$ cat src/rtl/fft_cal_pkg.sv
// Shared definitions for the FFT-to-cal datapath: sizes and the packed bin word
// that travels through the per-channel alignment FIFOs.
package fft_cal_pkg;

    localparam int DW         = 24;
    localparam int NFFT       = 2048;
    localparam int BIN_W      = 11;
    localparam int FIFO_DEPTH = 16;
    localparam int WORD_W     = 2 * DW + 1;

    typedef struct packed {
        logic [DW-1:0] re;
        logic [DW-1:0] im;
        logic          last;
    } bin_word_t;

    function automatic bin_word_t make_word(input logic [DW-1:0] re,
                                            input logic [DW-1:0] im,
                                            input logic          last);
        bin_word_t w;
        w.re   = re;
        w.im   = im;
        w.last = last;
        return w;
    endfunction

endpackage

$ cat src/rtl/sync_fifo.sv
// Single-clock show-ahead FIFO. dout always presents the oldest entry; the caller
// must only assert rd_en when the FIFO is not empty.
module sync_fifo #(
    parameter int W     = 49,
    parameter int DEPTH = 16,
    localparam int AW   = $clog2(DEPTH),
    localparam int CW   = AW + 1
) (
    input  logic          clk,
    input  logic          rst_n,
    input  logic          wr_en,
    input  logic [W-1:0]  din,
    input  logic          rd_en,
    output logic [W-1:0]  dout,
    output logic          empty,
    output logic          full,
    output logic [CW-1:0] count
);

    logic [W-1:0]  mem_q [DEPTH];
    logic [AW-1:0] wr_ptr_q, wr_ptr_d;
    logic [AW-1:0] rd_ptr_q, rd_ptr_d;
    logic [CW-1:0] count_q, count_d;
    logic          do_wr;

    assign empty = (count_q == '0);
    assign full  = (count_q == CW'(DEPTH));
    assign count = count_q;
    assign dout  = mem_q[rd_ptr_q];

    // A simultaneous read frees the slot, so a full FIFO still accepts the write.
    assign do_wr = wr_en & (~full | rd_en);

    always_comb begin
        wr_ptr_d = wr_ptr_q;
        rd_ptr_d = rd_ptr_q;
        count_d  = count_q;
        if (do_wr) wr_ptr_d = wr_ptr_q + 1'b1;
        if (rd_en) rd_ptr_d = rd_ptr_q + 1'b1;
        case ({do_wr, rd_en})
            2'b10:   count_d = count_q + 1'b1;
            2'b01:   count_d = count_q - 1'b1;
            default: count_d = count_q;
        endcase
    end

    always_ff @(posedge clk) begin
        if (do_wr) mem_q[wr_ptr_q] <= din;
    end

    always_ff @(posedge clk or negedge rst_n) begin
        if (!rst_n) begin
            wr_ptr_q <= '0;
            rd_ptr_q <= '0;
            count_q  <= '0;
        end else begin
            wr_ptr_q <= wr_ptr_d;
            rd_ptr_q <= rd_ptr_d;
            count_q  <= count_d;
        end
    end

endmodule

$ cat src/rtl/fft_pair_align.sv
// Re-aligns the skewed X and Y FFT bin streams into matched pairs for the cal
// block, numbering bins and flagging overflow and frame-boundary mismatches.
module fft_pair_align
    import fft_cal_pkg::*;
#(
    parameter int DW         = fft_cal_pkg::DW,
    parameter int NFFT       = fft_cal_pkg::NFFT,
    parameter int BIN_W      = fft_cal_pkg::BIN_W,
    parameter int FIFO_DEPTH = fft_cal_pkg::FIFO_DEPTH
) (
    input  logic             clk,
    input  logic             rst_n,
    input  logic             xin_valid,
    input  logic [DW-1:0]    xin_re,
    input  logic [DW-1:0]    xin_im,
    input  logic             xin_last,
    input  logic             yin_valid,
    input  logic [DW-1:0]    yin_re,
    input  logic [DW-1:0]    yin_im,
    input  logic             yin_last,
    input  logic             clear_err,
    output logic [DW-1:0]    x_re,
    output logic [DW-1:0]    x_im,
    output logic [DW-1:0]    y_re,
    output logic [DW-1:0]    y_im,
    output logic             fft_out_valid,
    output logic [BIN_W-1:0] bin_idx,
    output logic             frame_end,
    output logic             err_ovf,
    output logic             err_last
);

    // Handshake: inputs are accepted whenever *_valid is high (no ready; a write to
    // a full FIFO is lost and flagged). fft_out_valid is a one-cycle strobe per pair.
    localparam int WW = 2 * DW + 1;
    localparam int CW = $clog2(FIFO_DEPTH) + 1;

    logic [WW-1:0] x_dout, y_dout;
    logic          x_empty, y_empty, x_full, y_full;
    logic [CW-1:0] x_count, y_count;
    logic          pop, x_rd, y_rd, x_ovf, y_ovf;
    logic          xl, yl, both_last, bin_at_max, last_bad;

    logic [DW-1:0]    x_re_q, x_re_d, x_im_q, x_im_d;
    logic [DW-1:0]    y_re_q, y_re_d, y_im_q, y_im_d;
    logic             valid_q, valid_d;
    logic [BIN_W-1:0] bin_idx_q, bin_idx_d;
    logic [BIN_W-1:0] bin_cnt_q, bin_cnt_d;
    logic             frame_end_q, frame_end_d;
    logic             err_ovf_q, err_ovf_d;
    logic             err_last_q, err_last_d;

    sync_fifo #(.W(WW), .DEPTH(FIFO_DEPTH)) u_fifo_x (
        .clk   (clk),
        .rst_n (rst_n),
        .wr_en (xin_valid),
        .din   ({xin_re, xin_im, xin_last}),
        .rd_en (x_rd),
        .dout  (x_dout),
        .empty (x_empty),
        .full  (x_full),
        .count (x_count)
    );

    sync_fifo #(.W(WW), .DEPTH(FIFO_DEPTH)) u_fifo_y (
        .clk   (clk),
        .rst_n (rst_n),
        .wr_en (yin_valid),
        .din   ({yin_re, yin_im, yin_last}),
        .rd_en (y_rd),
        .dout  (y_dout),
        .empty (y_empty),
        .full  (y_full),
        .count (y_count)
    );

    assign pop   = (x_count != '0) & (y_count != '0);
    assign x_rd  = pop & ~x_empty;
    assign y_rd  = pop & ~y_empty;
    assign x_ovf = xin_valid & x_full & ~x_rd;
    assign y_ovf = yin_valid & y_full & ~y_rd;

    assign xl         = x_dout[0];
    assign yl         = y_dout[0];
    assign both_last  = xl & yl;
    assign bin_at_max = (bin_cnt_q == BIN_W'(NFFT - 1));
    assign last_bad   = (xl != yl) | (bin_at_max & ~both_last) | (both_last & ~bin_at_max);

    always_comb begin
        x_re_d      = x_re_q;
        x_im_d      = x_im_q;
        y_re_d      = y_re_q;
        y_im_d      = y_im_q;
        bin_idx_d   = bin_idx_q;
        bin_cnt_d   = bin_cnt_q;
        valid_d     = pop;
        frame_end_d = pop & both_last;
        if (pop) begin
            x_re_d    = x_dout[WW-1 -: DW];
            x_im_d    = x_dout[DW -: DW];
            y_re_d    = y_dout[WW-1 -: DW];
            y_im_d    = y_dout[DW -: DW];
            bin_idx_d = bin_cnt_q;
            // Any last bit resynchronises numbering so the next pair starts a frame.
            if (xl | yl || bin_at_max) bin_cnt_d = '0;
            else                       bin_cnt_d = bin_cnt_q + 1'b1;
        end
        if (x_ovf | y_ovf)  err_ovf_d = 1'b1;
        else if (clear_err) err_ovf_d = 1'b0;
        else                err_ovf_d = err_ovf_q;
        if (pop & last_bad) err_last_d = 1'b1;
        else if (clear_err) err_last_d = 1'b0;
        else                err_last_d = err_last_q;
    end

    always_ff @(posedge clk or negedge rst_n) begin
        if (!rst_n) begin
            x_re_q      <= '0;
            x_im_q      <= '0;
            y_re_q      <= '0;
            y_im_q      <= '0;
            valid_q     <= 1'b0;
            bin_idx_q   <= '0;
            bin_cnt_q   <= '0;
            frame_end_q <= 1'b0;
            err_ovf_q   <= 1'b0;
            err_last_q  <= 1'b0;
        end else begin
            x_re_q      <= x_re_d;
            x_im_q      <= x_im_d;
            y_re_q      <= y_re_d;
            y_im_q      <= y_im_d;
            valid_q     <= valid_d;
            bin_idx_q   <= bin_idx_d;
            bin_cnt_q   <= bin_cnt_d;
            frame_end_q <= frame_end_d;
            err_ovf_q   <= err_ovf_d;
            err_last_q  <= err_last_d;
        end
    end

    assign x_re          = x_re_q;
    assign x_im          = x_im_q;
    assign y_re          = y_re_q;
    assign y_im          = y_im_q;
    assign fft_out_valid = valid_q;
    assign bin_idx       = bin_idx_q;
    assign frame_end     = frame_end_q;
    assign err_ovf       = err_ovf_q;
    assign err_last      = err_last_q;

endmodule
$ cat config.mk
export PLATFORM = sky130hd
export DESIGN_NAME = fft_pair_align
export DESIGN_NICKNAME = d
export VERILOG_FILES = /design/src/rtl/fft_cal_pkg.sv /design/src/rtl/sync_fifo.sv /design/src/rtl/fft_pair_align.sv
export SDC_FILE = /design/constraint.sdc
export NUM_CORES = 2
export LEC_CHECK = 0
export BUFFER_PORTS_ARGS = -buffer_cell sky130_fd_sc_hd__buf_2
export CAP_MARGIN = 20
export CORE_MARGIN = 4
export CORE_UTILIZATION = 65
export CTS_CLUSTER_DIAMETER = 200
export DETAILED_ROUTE_END_ITERATION = 16
export PLACE_DENSITY_LB_ADDON = 0.05
export SYNTH_ARGS = -nofsm -noshare
export SYNTH_HDL_FRONTEND = slang
export SYNTH_SLANG_ARGS = --single-unit
$ cat constraint.sdc
create_clock -name clk -period 15.8 [get_ports clk]
set_input_delay 0.79 -clock clk [delete_from_list [all_inputs] [get_ports clk]]
set_output_delay 0.79 -clock clk [all_outputs]
set_load 0.02 [all_outputs]
## Word level (Yosys, flattened, before mapping)

Memories as Yosys holds them, arrays and structs flattened.
Index checks and enable logic that the tools add are counted.
Widths: inputs -> output; s select.

| storage, ports and cells | value |
|---|---|
| flip-flop bits (word level) | 148 |
| bits in latches | 0 |
| RAM bits | 1568 |
| memory bits (read-only) | 0 |
| input bits | 103 |
| output and inout port bits | 111 |
| memories kept | 2 |

| cells by class | value |
|---|---|
| add/subtract/negate cells | 9 |
| multiply operators | 0 |
| divide/modulo/power cells | 0 |
| order comparisons | 0 |
| eq/ne operators | 8 |
| shift-type cells | 0 |
| multiplexer cells | 10 |
| bitwise operators | 28 |
| reduce and logical (&&, ||, !) cells | 9 |

Memories:

| memory | words | bits a word | read ports | clocked after Yosys merged registers in | wr ports | line | text |
|---|---|---|---|---|---|---|---|
| u_fifo_x.mem_q | 16 | 49 | 1 | 0 | 1 | sync_fifo.sv:20 | `logic [W-1:0] mem_q [DEPTH];` |
| u_fifo_y.mem_q | 16 | 49 | 1 | 0 | 1 | sync_fifo.sv:20 |  |

Operators with widths:

| cell | count |
|---|---|
| $pmux 5 s2 | 2 |
| $add 4x1->4 const B | 4 |
| $and 1x1->1 | 14 |
| $add 11x1->11 const B | 1 |
| $eq 11x11->1 const B | 1 |
| $mux 11 | 1 |
| $add 5x1->5 const B | 2 |
| $eq 5x5->1 const B | 2 |
| $logic_not 5->1 | 2 |
| $reduce_bool 5->1 | 2 |
| $sub 5x1->5 const B | 2 |
| $not 1->1 | 8 |
| $reduce_bool 2->1 | 4 |
| $mux 1 | 7 |
| $or 1x1->1 | 6 |
| $eq 2x1->1 const B | 2 |
| $eq 2x2->1 const B | 2 |
| $logic_or 1x1->1 | 1 |
| $ne 1x1->1 | 1 |

## Depth between registers and ports, before layout

An unclocked memory read counts as a cell.

| logic depth | value |
|---|---|
| depth after elaboration | 8 |
| gate-level depth with buffers | 13 |
| gate-level depth less buffers | 10 |

## Hierarchy

From an unflattened synthesis, not the netlist that was laid out.

| unflattened totals | value |
|---|---|
| cell total of the unflattened synthesis | 3106 |
| area, all modules | 65098.7 µm² |

Modules (own cells, without submodules):

| module | instances | cells an instance | area an instance (µm²) |
|---|---|---|---|
| sync_fifo (u_fifo_y) | 1 | 1285 | 30140.2 |
| sync_fifo (u_fifo_x) | 1 | 1284 | 30126.4 |
| fft_pair_align | 1 | 537 | 4832.1 |

## Worst setup path before layout

No wires, ideal clock.

| timing | value |
|---|---|
| path type | reg-to-reg |
| start point | reg u_fifo_y.count_q[4], in the netlist u_fifo_y.count[4] |
| end point | mem u_fifo_x.mem_q[3][0] (enable) |
| setup time | 0.577 ns |
| arrival time | 5.693 ns |
| setup slack | 9.529 ns |
| stages on the path, launching flop included | 5 |
| clock period less this slack | 6.271 ns |
| cells stage by stage | dfrtp_1 > clkbuf_1 > nand2b_1 > o21ai_0 > nor4_1 |

| on the way | value |
|---|---|
| word-level cells in the longest chain between the ends | 7 |

Ends and longest elaborated chain:

| what | line | text |
|---|---|---|
| start, declared | sync_fifo.sv:23 | `logic [CW-1:0] count_q, count_d;` |
| start signal, assigned | sync_fifo.sv:59 | `count_q <= count_d;` |
| $reduce_bool 5->1 | fft_pair_align.sv:77 | `assign pop = (x_count != '0) & (y_count != '0);` |
| $and 1x1->1 | fft_pair_align.sv:77 |  |
| $and 1x1->1 | fft_pair_align.sv:78 | `assign x_rd = pop & ~x_empty;` |
| $or 1x1->1 | sync_fifo.sv:32 | `assign do_wr = wr_en & (~full \| rd_en);` |
| $and 1x1->1 | sync_fifo.sv:32 |  |
| $mux 1 | sync_fifo.sv:48 | `if (do_wr) mem_q[wr_ptr_q] <= din;` |
| $mux 1 (implied by the code) | sync_fifo.sv:48 |  |
| end, declared | sync_fifo.sv:20 |  |

No other way between the ends.

## Final worst setup path

| timing | value |
|---|---|
| start point | reg u_fifo_x.rd_ptr_q[0] |
| end point | reg bin_cnt_q[6] |

| on the way | value |
|---|---|
| word-level cells in the longest chain between the ends | 4 |

Ends and longest elaborated chain:

| what | line | text |
|---|---|---|
| start, declared | sync_fifo.sv:22 | `logic [AW-1:0] rd_ptr_q, rd_ptr_d;` |
| start signal, assigned | sync_fifo.sv:58 | `rd_ptr_q <= rd_ptr_d;` |
| $mem_v2 16x49 | - |  |
| $or 1x1->1 | fft_pair_align.sv:105 | `if (xl \| yl \|\| bin_at_max) bin_cnt_d = '0;` |
| $logic_or 1x1->1 | fft_pair_align.sv:105 |  |
| $mux 11 | fft_pair_align.sv:105 |  |
| end signal, assigned | fft_pair_align.sv:135 | `bin_cnt_q <= bin_cnt_d;` |
| end, declared | fft_pair_align.sv:48 | `logic [BIN_W-1:0] bin_cnt_q, bin_cnt_d;` |

No other way between the ends.
A chain may end at the register's enable or synchronous reset.

==> flow_results.org <==
** Outcome
- The run finished with clean final reports.

** Yosys
- Seq/Total Area, Yosys :: 77.81%
- Commonest cells in the synthesized netlist :: 1,568 x edfxtp_1, 394 x mux4_2, 192 x mux2i_1
- In the synthesized netlist the dominant register cell turns out to be edfxtp_1.
- After synthesis, the share of flip-flops with an asynchronous set or reset is 8.625%.
- Yosys attributes the largest share of cell area to edfxtp_1 72%, mux4_2 14%, dfrtp_1 5.7%.
- Counting flops with a built-in enable in the synthesized netlist gives 1,568.
- After synthesis, the mean cell area works out to 22.40 um^2.
- Yosys instantiated no cell more often than edfxtp_1.
- Of all cell types, the one taking the most synthesized area is edfxtp_1.
- Total standard cell area after synthesis :: 65,270 um^2
- Net count after synthesis :: 3,034
- Count of warnings emitted by yosys :: 0
- The top cell type by area accounts for 72.14% of the synthesized area.
- Gate count of the mapped netlist :: 2,914
- In this run, synthesis produced a sequential element count of 1,716.
- Yosys cell types :: 59

** Pwr
- Standby leakage power :: 24.29 nW
- Relative contribution of sequential cells to total power :: 44.8%
- Internal portion of total power :: 0.009348 W
- Net switching is 29.96% of the power.
- Of the total power, the clock network draws 28.3%.
- Dividing total power by cell area gives a power density of 182.4 nW/um^2.
- In this run, the combinational gates consume 26.9% of the power.
- In this run the power spent charging and discharging nets is 0.003999 W.
- Total design power :: 0.01335 W
- The worst-case IR drop observed on VDD is 160.2 uV.

** Die
- Row generation in the floorplan step produced 115 rows.
- The initial utilization of the core area, before any placement, comes to 65.93%.
- The die is 324.9 um tall.
- DIE WIDTH :: 324.9 um
- 214 I/O pins were placed.
- Core area :: 98,990 um^2
- The floorplan step defined a die boundary enclosing 105,600 um^2.

** Worst setup path
- For the worst setup path, the data required time is 16,420 ps.
- The worst setup path is of the flop to flop kind.
- STA classifies the critical path endpoint as a flop.
- Largest fanout of any net on the critical path :: 51
- STA classifies the critical path startpoint as a flop.
- Data on the critical path arrives at its endpoint at 5260 ps.

** Placed design
- RePlAce Congestion :: 0.7372
- Port-buffer cells :: 213
- Detail Placement HPWL :: 67.31 mm

** CTS
- Clock transition at the registers of the reported paths :: 60 ps
- Clock Sink Count :: 1,716
- TritonCTS built the clock tree.
- In this run, CTS created clock tree buffers numbering 164.
- Root buffer cell :: clkbuf_16
- Counting along the longest clock path gives a buffer depth of 3.
- Hold-fix buffers, CTS :: 1
- The later pin in the worst-skew pair is clocked with a latency of 750 ps.
- Buffers added to address setup during post-CTS repair amount to 0.
- Post-cts sizing count :: 0
- Deepest level of the CTS H-tree :: 4

** Routing
- The detail route stage leaves a number of antenna-violating nets equal to 0.
- After detailed routing, the number of remaining DRC violations is 0.
- Before antenna repair, the detailed router went through 6 iterations.
- Overall via count from detail_route :: 30,683
- Routed Wire Length :: 140.1 mm
- Number of violations reported at the end of detailed-routing iteration 0 :: 3,031
- Routed wire per std cell :: 30.24 um
- Number of vias per cell after detailed routing :: 6.623

** Global routing
- In the global route stage, overall resource usage came out at 27.06%.
- The number of global-route vias before repair is 32,269.
- Global routing finished with a remaining overflow of 0.
- The first global-routing pass estimated 209.8 mm of wire.
- Entering global routing, the biggest net connects 113 pins.
- The number of antenna violations at the first check in global routing is 24.

** Final layout
- Final standard cell utilization of the core :: 73.92%
- Share of final-layout standard cells stronger than drive strength 1 :: 29.38%
- For this run, the post-layout net count is 3,317.
- From synthesis to final layout, the design area changed by 12.11%.

** Timing
- Transition time at the pin with the least slew margin :: 1153 ps
- Derived from the worst setup path, the maximum achievable clock frequency is 215.7 MHz.
- Period utilisation layout :: 29.34%
- For the final database, setup skew stands at 27.16 ps.
- The number of failing hold endpoints at the final stage was 0.
- Setup violations remaining at the end of the flow were counted as 0.
- Setup repair after global routing left no endpoint under its margin.
- Setup total negative slack on the finished layout was measured at 0 ps.
- In this run the tightest slew margin relative to its limit is 23.16%.
- The count of final max-slew check failures came to 0.
- Min Clock Period, post-route :: 4635 ps

** Job
- Across the run, the number of max-cap violations was 0.

** Hold path
- The min-delay analysis places its worst path in the category input port to flop.
-- layout make-up --
cell class / count / area (um^2)
Sequential cell: 1716 / 50810
Inverter: 20 / 75.07
Antenna cell: 10 / 25.02
Timing Repair Buffer: 273 / 1573
Multi-Input combinational cell: 1022 / 13840
Fill cell: 5589 / 25820
Clock inverter: 81 / 631.9
Clock buffer: 224 / 4607
Tap cell: 1287 / 1610
-- metrics by stage --
step / hold slack, ps / instances / cell area, um^2 / setup WS (ps)
6_report: 329.4 / 4633 / 73170 / 11160
5_1_grt: 301.1 / 4626 / 73160 / 10720
4_1_cts: 270.5 / 4622 / 73120 / 11090
3_5_place_dp: 464.9 / 4316 / 67870 / 11150
3_3_place_gp: 460.1 / 4316 / 67870 / 11250
2_1_floorplan: 486.1 / 2914 / 65270 / 9529
-- registers in the layout, summed over array words and instances, names as in the netlist --
signal / cells
fft_out_valid: 1
u_fifo_x.wr_ptr_q: 4
err_ovf: 1
u_fifo_x.rd_ptr_q: 4
y_im: 24
u_fifo_y.mem_q: 784
bin_idx: 11
bin_cnt_q: 11
x_im: 24
u_fifo_y.rd_ptr_q: 4
u_fifo_y.count: 5
x_re: 24
err_last: 1
y_re: 24
u_fifo_y.wr_ptr_q: 4
u_fifo_x.mem_q: 784
u_fifo_x.count: 5
frame_end: 1
-- per-layer routing --
metal / GRT usage (%) / wire length [um]
met5: 0 / 80
met4: 6.764 / 2822
met3: 5.436 / 9984
met2: 45.87 / 73000
met1: 37.10 / 54220
-- kinds of logic (layout without fill, tap and decap cells) --
| family | Yosys count | in the layout | share of synthesized area, % |
|---|---|---|---|
| compound gates | 153 | 153 | 2.107 |
| fa+ha+maj | 17 | 17 | 0.3259 |
| simple gates | 241 | 241 | 1.616 |
| other cells | 0 | 10 | 0 |
| xor+xnor | 20 | 20 | 0.2684 |
| flops | 1716 | 1716 | 77.81 |
| buf+inv | 176 | 598 | 1.244 |
| mux | 591 | 591 | 16.63 |
-- worst paths after layout --
check | slack (ps) | start | end | cells past startpoint
worst max register to register | 11160 | u_fifo_x.rd_ptr_q[0] | bin_cnt_q[6] | 8
max in group asynchronous | 13720 | rst_n | u_fifo_y.rd_ptr_q[1] | 3
min in group asynchronous | 580 | rst_n | x_re[18] | 2
worst max-delay path | 11160 | u_fifo_x.rd_ptr_q[0] | bin_cnt_q[6] | 8
worst min-delay path | 330 | clear_err | err_last | 2
worst min register to register | 480 | bin_idx[4] | bin_idx[4] | 2
-- power groups by stage --
| stage | combinational (W) | clock (W) | sequential, W |
|---|---|---|---|
| final | 0.00360 | 0.00377 | 0.00598 |
| after global routing | 0.00386 | 0.00404 | 0.00604 |
| after detailed placement | 0.00362 | 0 | 0.00608 |
| after global placement | 0.00354 | 0 | 0.00604 |
| after CTS | 0.00364 | 0.00383 | 0.00599 |
| after floorplan | 0.00266 | 0 | 0.00596 |
-- layout by cell type, fill, tap and decap left out, drive strengths merged, types with 2 or more instances in the layout --
master / count
edfxtp: 1568
mux4: 394
buf: 271
clkbuf: 225
mux2i: 192
nand2: 160
dfrtp: 148
o221ai: 97
clkinv: 66
inv: 26
nor2: 19
xnor2: 17
ha: 17
o21ai: 17
nor4: 14
and2: 12
nor3: 11
diode: 10
a31oi: 7
bufinv: 7
nand3: 6
o31ai: 6
a21oi: 6
mux2: 5
nand4: 4
xor2: 3
or2: 3
or3: 3
or4: 2
nor3b: 2
nand2b: 2
nor2b: 2
a21o: 2
a32oi: 2
clkinvlp: 2
o22ai: 2
-- critical path: stages (launching register included) --
cell and delay, ps:
dfrtp_4 930, buf_4 870, mux4_2 600, mux4_2 550, inv_1 90, ha_1 280, a21boi_1 440, nand2_1 260
o41ai_1 340
(Power assumes the default switching activity.)
